$ cat config.mk
export PLATFORM = sky130hd
export DESIGN_NAME = muldiv_unit
export DESIGN_NICKNAME = d
export VERILOG_FILES = /design/src/rtl/muldiv_pkg.sv /design/src/rtl/muldiv_unit.sv
export SDC_FILE = /design/constraint.sdc
export NUM_CORES = 1
export LEC_CHECK = 0
export CAP_MARGIN = 20
export CORE_MARGIN = 1.5
export CORE_UTILIZATION = 45
export CTS_CLUSTER_SIZE = 40
export DETAILED_ROUTE_END_ITERATION = 12
export PLACE_DENSITY = 0.66
export SLEW_MARGIN = 0
export SYNTH_ARGS = -nofsm -noshare
export SYNTH_HDL_FRONTEND = slang
export SYNTH_SLANG_ARGS = --single-unit
export TNS_END_PERCENT = 50
$ cat constraint.sdc
create_clock -name clk -period 4.8 [get_ports clk]
set_clock_uncertainty 0.05 [all_clocks]
set_input_delay 0.96 -clock clk [delete_from_list [all_inputs] [get_ports clk]]
set_output_delay 0.96 -clock clk [all_outputs]
set_load 0.005 [all_outputs]
$ cat src/rtl/muldiv_pkg.sv
// Shared encodings and constants for the RV32M multiply/divide unit.
package muldiv_pkg;

  localparam int XLEN  = 32;
  localparam int ITER  = 32;
  localparam int CNT_W = 6;

  typedef enum logic [2:0] {
    F3_MUL    = 3'b000,
    F3_MULH   = 3'b001,
    F3_MULHSU = 3'b010,
    F3_MULHU  = 3'b011,
    F3_DIV    = 3'b100,
    F3_DIVU   = 3'b101,
    F3_REM    = 3'b110,
    F3_REMU   = 3'b111
  } funct3_e;

  typedef enum logic [1:0] {
    IDLE = 2'd0,
    CALC = 2'd1,
    DONE = 2'd2
  } state_e;

  function automatic logic a_signed(input funct3_e f);
    return (f == F3_MULH) || (f == F3_MULHSU) || (f == F3_DIV) || (f == F3_REM);
  endfunction

  function automatic logic b_signed(input funct3_e f);
    return (f == F3_MULH) || (f == F3_DIV) || (f == F3_REM);
  endfunction

endpackage

$ cat src/rtl/muldiv_unit.sv
// Iterative RV32M multiply/divide: radix-2 shift-add / restoring divide on
// magnitudes over a single 64-bit accumulator, sign fix-up on DONE entry.
module muldiv_unit #(
  parameter int XLEN = 32  // only 32 is supported
) (
  input  logic            clk,
  input  logic            rst,
  input  logic            start,
  input  logic [2:0]      funct3,
  input  logic [XLEN-1:0] op_a,
  input  logic [XLEN-1:0] op_b,
  output logic            busy,
  output logic            done,
  output logic [XLEN-1:0] result
);
  import muldiv_pkg::state_e;
  import muldiv_pkg::funct3_e;
  import muldiv_pkg::ITER;
  import muldiv_pkg::CNT_W;
  import muldiv_pkg::a_signed;
  import muldiv_pkg::b_signed;
  import muldiv_pkg::IDLE;
  import muldiv_pkg::CALC;
  import muldiv_pkg::DONE;
  import muldiv_pkg::F3_MUL;
  import muldiv_pkg::F3_MULH;
  import muldiv_pkg::F3_MULHSU;
  import muldiv_pkg::F3_MULHU;
  import muldiv_pkg::F3_DIV;
  import muldiv_pkg::F3_DIVU;
  import muldiv_pkg::F3_REM;
  import muldiv_pkg::F3_REMU;

  state_e              state, state_nx;
  funct3_e             f3;
  logic [XLEN-1:0]     b_mag;
  logic                neg;
  logic                byp;
  logic [2*XLEN-1:0]   acc;
  logic [CNT_W-1:0]    cnt;

  // ---- request decode (IDLE-side) ----
  funct3_e         f_in;
  logic            a_neg_in, b_neg_in, div0_in, ovf_in, byp_in, neg_in;
  logic [XLEN-1:0] a_mag_in, b_mag_in, special_in;

  always_comb begin
    f_in     = funct3_e'(funct3);
    a_neg_in = a_signed(f_in) & op_a[XLEN-1];
    b_neg_in = b_signed(f_in) & op_b[XLEN-1];
    a_mag_in = a_neg_in ? -op_a : op_a;
    b_mag_in = b_neg_in ? -op_b : op_b;
    div0_in  = f_in[2] && (op_b == '0);
    ovf_in   = ((f_in == F3_DIV) || (f_in == F3_REM)) &&
               (op_a == {1'b1, {(XLEN-1){1'b0}}}) && (op_b == '1);
    byp_in   = div0_in || ovf_in;
    // remainder follows the dividend; everything else follows sign(a)^sign(b)
    neg_in   = (f_in[2] && f_in[1]) ? a_neg_in : (a_neg_in ^ b_neg_in);
    if (div0_in)
      special_in = f_in[1] ? op_a : '1;
    else
      special_in = f_in[1] ? '0 : {1'b1, {(XLEN-1){1'b0}}};
  end

  // ---- one radix-2 step ----
  logic [XLEN:0]     mul_sum;
  logic [2*XLEN-1:0] mul_step;
  logic [XLEN:0]     div_tmp, div_diff;
  logic [2*XLEN-1:0] div_step;

  always_comb begin
    mul_sum  = {1'b0, acc[2*XLEN-1:XLEN]} + (acc[0] ? {1'b0, b_mag} : '0);
    mul_step = {mul_sum, acc[XLEN-1:1]};
    // partial remainder < divisor, so the shifted value minus divisor never
    // reaches bit XLEN unless it borrowed
    div_tmp  = acc[2*XLEN-1:XLEN-1];
    div_diff = div_tmp - {1'b0, b_mag};
    if (div_diff[XLEN])
      div_step = {div_tmp[XLEN-1:0], acc[XLEN-2:0], 1'b0};
    else
      div_step = {div_diff[XLEN-1:0], acc[XLEN-2:0], 1'b1};
  end

  // ---- final sign fix-up and selection ----
  logic [2*XLEN-1:0] prod;
  logic [XLEN-1:0]   quo, rem, fin;

  always_comb begin
    prod = neg ? -acc : acc;
    quo  = neg ? -acc[XLEN-1:0] : acc[XLEN-1:0];
    rem  = neg ? -acc[2*XLEN-1:XLEN] : acc[2*XLEN-1:XLEN];
    fin  = acc[XLEN-1:0];
    if (!byp) begin
      case (f3)
        F3_MUL:                        fin = prod[XLEN-1:0];
        F3_MULH, F3_MULHSU, F3_MULHU:  fin = prod[2*XLEN-1:XLEN];
        F3_DIV, F3_DIVU:               fin = quo;
        F3_REM, F3_REMU:               fin = rem;
        default:                       fin = acc[XLEN-1:0];
      endcase
    end
  end

  // ---- FSM ----
  logic last_step;
  assign last_step = byp || (cnt == CNT_W'(ITER));

  always_ff @(posedge clk or posedge rst) begin
    if (rst) state <= IDLE;
    else     state <= state_nx;
  end

  always_comb begin
    state_nx = state;
    case (state)
      IDLE:    if (start) state_nx = CALC;
      CALC:    if (last_step) state_nx = DONE;
      DONE:    state_nx = IDLE;
      default: state_nx = IDLE;
    endcase
  end

  // ---- datapath ----
  // Bypassed divides still spend one cycle in CALC, which holds the
  // precomputed special result in acc and lands done on the second edge.
  always_ff @(posedge clk or posedge rst) begin
    if (rst) begin
      f3     <= F3_MUL;
      b_mag  <= '0;
      neg    <= 1'b0;
      byp    <= 1'b0;
      acc    <= '0;
      cnt    <= '0;
      result <= '0;
    end else begin
      case (state)
        IDLE: if (start) begin
          f3    <= f_in;
          b_mag <= b_mag_in;
          neg   <= neg_in;
          byp   <= byp_in;
          cnt   <= '0;
          acc   <= {{XLEN{1'b0}}, (byp_in ? special_in : a_mag_in)};
        end
        CALC: begin
          if (last_step) begin
            result <= fin;
          end else begin
            acc <= f3[2] ? div_step : mul_step;
            cnt <= cnt + 1'b1;
          end
        end
        default: ;
      endcase
    end
  end

  assign busy = (state != IDLE);
  assign done = (state == DONE);

endmodule

* Word level (Yosys, flattened, before mapping) *
Index checks and enable logic that the tools add are counted.
Widths: inputs -> output; s select.

cells by class
  eq/ne operators = 19
  reductions and logical operators = 24
  muxes and demuxes = 24
  bitwise gates (word level) = 3
  $add $sub $neg = 8

operators with widths
  cell                  number
  $mux 32               10
  $mux 64               5
  $neg 32->32           4
  $pmux 32 s4           1
  $pmux 64 s2           1
  $eq 32x32->1 const B  2
  $neg 64->64           1
  $add 32x32->33        1
  $sub 33x32->33        1
  $logic_not 32->1      1
  $eq 3x3->1 const B    6
  $mux 6                2
  $pmux 6 s2            1
  $eq 3x2->1 const B    3
  $logic_or 1x1->1      8
  $add 6x1->6 const B   1
  $eq 3x1->1 const B    2
  $eq 6x6->1 const B    1
  $ne 2x2->1 const B    3
  $reduce_and 2->1      3
  $logic_and 1x1->1     4
  $mux 2                2
  $pmux 2 s2            1
  $reduce_bool 2->1     2
  other kinds (10)      12

storage, ports and cells
  bits in registers = 141
  output and inout bits = 34
  bits of input ports = 70

* Logic depth before layout (Yosys ltp) *
  depth after elaboration = 9
  depth in mapped cells = 13
  gate-level depth less buffers = 13

* Least setup slack after synthesis *
No wires, ideal clock.

  path kind = input to register
  start = input port op_a[3]
  end = register acc[27]
  data arrival time = 3.286 ns
  slack = 1.315 ns
  path buffers = 2
  cell stages on the path = 9
  required time = 4.601 ns
  cells stage by stage = or3_1 nor3b_2 nand3_1 nor4_1 clkbuf_1 clkbuf_1 nor3_1 o31ai_1 o311ai_0

between the ends
  longest elaborated chain between the ends = 7

RTL lines
  element                                                              RTL line            source
  start, declared                                                      muldiv_unit.sv:10   input logic [XLEN-1:0] op_a,
  parallel branches: the longest is 4 deep, another holds $neg 32->32  --
  $mux 32 *                                                            muldiv_unit.sv:143  acc <= {{XLEN{1'b0}}, (byp_in ? special_in : a_mag_in)};
  $mux 64 *                                                            muldiv_unit.sv:137  IDLE: if (start) begin
  $pmux 64 s2 *                                                        muldiv_unit.sv:136  case (state)
  end signal, assigned                                                 muldiv_unit.sv:143
  end signal, assigned                                                 muldiv_unit.sv:149  acc <= f3[2] ? div_step : mul_step;
  end, declared                                                        muldiv_unit.sv:39   logic [2*XLEN-1:0] acc;

Mark *: on every way between the ends. The select of a mux whose other input is x is not followed.
A chain may end at the register's enable or synchronous reset.

* Final worst setup path *
  start = register acc[31]
  end = register acc[44]

between the ends
  longest elaborated chain between the ends = 5

RTL lines
  element         RTL line            source
  $sub 33x32->33  muldiv_unit.sv:77   div_diff = div_tmp - {1'b0, b_mag};
  $mux 64         muldiv_unit.sv:78   if (div_diff[XLEN])
  $mux 64         muldiv_unit.sv:149
  $mux 64         muldiv_unit.sv:146  if (last_step) begin
  $pmux 64 s2     muldiv_unit.sv:136

Every way passes these cells. The select of a mux whose other input is x is not followed.

==> reports/metrics.cfg <==
[critical_path]
crit_fanout=14
arrival_ns=4.42
reg2reg_to=acc[44]
worstSetupStartpointType=register
regToRegSetupSlack_ns=0.66
criticalPathCategory=register to register
crit_chain=inv_1 > ha_1 > fa_1 > nand2b_1 > a21o_1 > a21oi_1 > nor3_1 > nor3_1 > o21a_1 > mux2_2 > a21oi_1 > o21ai_0
reg2regPathDepth=12
endpoint_kind=register
slowest_stage=o21a_1
critPathMaxStageDelay_ns=0.70
critPathRequiredTime_ns=5.08
r2r_start=acc[31]

[clock_network]
cts_setup_buffers=0
clkTransAtPathRegs_ns=0.07
root_buffer=clkbuf_16
max-clock-path-buffers=2
post_cts_resized=0
insertion_delay_ns=0.45
clock_sinks=141
htree_levels=4
cts_buffers=17
cts_tree=done
cts_hold_buf=0

[sta]
period_share=0.8629
finalHoldViolations=0
tns_ns=0
slew_headroom=0.3257
fin_crit_ns=4.142
tightestPinTransition_ns=1.008
max_freq_ghz=0.2414
slew_violations=0
rsz0062_at_grt=false
setup_viol=0

[synth]
synth.distinct_cells=82
syn-cell-area_um2=13800
yosysTopAreaCellShare=0.2557
avgSynthCellArea_um2=7.486
yosys_warnings=0
ys_seq_area_frac=0.2557
async_flop_share=1.000
netlist_top_cells_area=dfrtp_1, o21ai_0, ha_1, a21oi_1, nand2_1
syn_inst=1843
ys_ff_latch=141
yosysTopAreaCell=dfrtp_1
synth_top_flop_cell=dfrtp_1
synthesis.nets=1986
synth_edf_count=0

[placement]
numPlacedInstances=2265
portBuffers=103
gp_congestion=0.9733
dp_hpwl_mm=37.42

[die]
start_util=0.4618
rows=63
dieArea_um2=31720
die_y_um=178.1
io-pin-count=104
coreArea_um2=29870
fp.dieW_um=178.1

[drt]
drc=0
wl_per_cell_um=21.63
wl_mm=49.71
vias_per_cell=6.410
vias=14730
drt-pass1-iter-count=6
first_iter_violations=1566
ant_nets=0

[min_path]
whs_endpoint=result[7]
holdPathStages=2
hold_path_class=register to register
min_from=result[7]

[global_route]
grt_usage=0.3148
overflow=0
grt_pass1_wl_mm=77.01
grt_pass1_vias=13370
antenna_found_initial=0
grt_max_degree=74

[pwr]
powerDensity_nw_per_um2=815.6
leakage_nw=6.507
total_power_mw=12.89
ir_drop_v=0.0003475

[final_layout]
antenna-diode-count=0
layout-drive-gt1-share=0.06080
instances_no_fill=2298
nFillCells=2926
syn_to_final_growth_pct=14.59
layout.nets=2038

[job]
drv_cap=0

[status]
status=completed

worst max path at each step:
stage | from | end
3_5_place_dp | op_b[6] | acc[10]
3_3_place_gp | op_b[6] | acc[19]
2_1_floorplan | rst | acc[0]
5_1_grt | acc[31] | acc[48]
6_report | acc[31] | acc[44]
4_1_cts | op_b[6] | acc[10]
routing by layer:
| metal | GRT usage | up-vias | routed length, um |
|---|---|---|---|
| li1 | - | 6929 | - |
| met1 | 0.4618 | 7009 | 22800 |
| met2 | 0.4661 | 717 | 21250 |
| met3 | 0.05030 | 75 | 4320 |
| met4 | 0.1047 | 0 | 1341 |
| met5 | 0 | - | 0 |
sequential cells by signal (all words and copies together) (netlist names):
name,cells
acc,64
b_mag,32
byp,1
cnt,6
f3,3
neg,1
result,32
state,2
per-stage QoR:
stage	area (um^2)	setup WS (ns)	hold WS, ns	util
after global placement	15230	0.4554	0.4104	0.5097
final	15810	0.6579	0.4278	0.5292
after floorplan	13800	0.008779	0.3998	-
after global routing	15810	0.5018	0.4475	0.5292
after detailed placement	15230	0.3111	0.4199	0.5097
after CTS	15800	0.7631	0.4338	0.5288
Yosys cell counts, types with 6 or more instances:
cell,n
xor2_1,62
nand4_1,28
nand2b_1,18
or3_1,24
a21o_1,35
xnor2_1,53
nor2b_1,20
or4_1,14
o221ai_1,9
ha_1,71
o41ai_1,12
nand3_1,42
nor2_1,158
a22oi_1,12
clkbuf_1,104
a211oi_1,17
o211ai_1,20
mux2_2,10
a21oi_1,156
a221oi_1,17
and2_1,13
o21a_1,19
o21bai_1,8
a221o_1,13
and3_1,12
nor3_1,61
o311ai_0,11
or2_2,10
o31ai_1,36
mux2i_1,26
dfrtp_1,141
nand2_1,199
o31a_1,6
buf_1,6
inv_1,65
o21ai_0,199
a31oi_1,20
nor4_1,23
cells by family (layout without fill, tap and decap cells):
logic type / after synthesis / after routing / share of synthesized area
AO/OA/AOI/OAI: 644 / 644 / 0.2955
XOR/XNOR: 115 / 115 / 0.07300
adder cells (fa/ha/maj): 73 / 73 / 0.06729
buffers and inverters: 183 / 248 / 0.05115
flip-flops: 141 / 141 / 0.2557
multiplexers: 36 / 36 / 0.02702
AND/OR/NAND/NOR: 651 / 651 / 0.2303
final cells by class:
| cell class | instances | area (um^2) | area share |
|---|---|---|---|
| clock buffers | 18 | 429.2 | 0.02714 |
| clock inverters | 14 | 142.6 | 0.009022 |
| inverters | 67 | 256.5 | 0.01622 |
| multi-input cells | 1519 | 9583 | 0.6061 |
| flip-flops and latches | 141 | 3531 | 0.2233 |
| well taps | 390 | 488.0 | 0.03086 |
| repair buffers | 149 | 1380 | 0.08729 |
placed cells by master (no fill, tap or decap), types with 9 or more instances in the layout:
master,n
o21ai_0,199
nand2_1,198
nor2_1,157
a21oi_1,156
dfrtp_1,139
clkdlybuf4s50_1,103
ha_1,71
inv_1,64
xor2_1,62
nor3_1,61
xnor2_1,53
buf_4,45
nand3_1,42
o31ai_1,36
a21o_1,35
nand4_1,28
mux2i_1,26
or3_1,24
nor4_1,22
nor2b_1,20
a31oi_1,20
o211ai_1,20
o21a_1,19
nand2b_1,18
a221oi_1,17
a211oi_1,17
clkbuf_16,17
or4_1,14
and2_1,13
a221o_1,13
o41ai_1,12
a22oi_1,12
and3_1,12
o311ai_0,11
or2_2,10
mux2_2,10
o221ai_1,9
power by group:
group	internal (mW)	switching, mW	total, mW
sequential	1.78	0.960	2.74
combinational	3.54	5.29	8.83
clock	0.693	0.628	1.32
critical path, delay by kind of cell, from the launching register on:
| kind | cells | cell delay [ns] |
|---|---|---|
| mux | 1 | 0.42 |
| fa+ha+maj | 2 | 0.64 |
| simple gates | 3 | 0.72 |
| compound gates | 5 | 1.47 |
| flops | 1 | 0.51 |
| buf+inv | 1 | 0.21 |
Power figures use the tool's default switching activity.
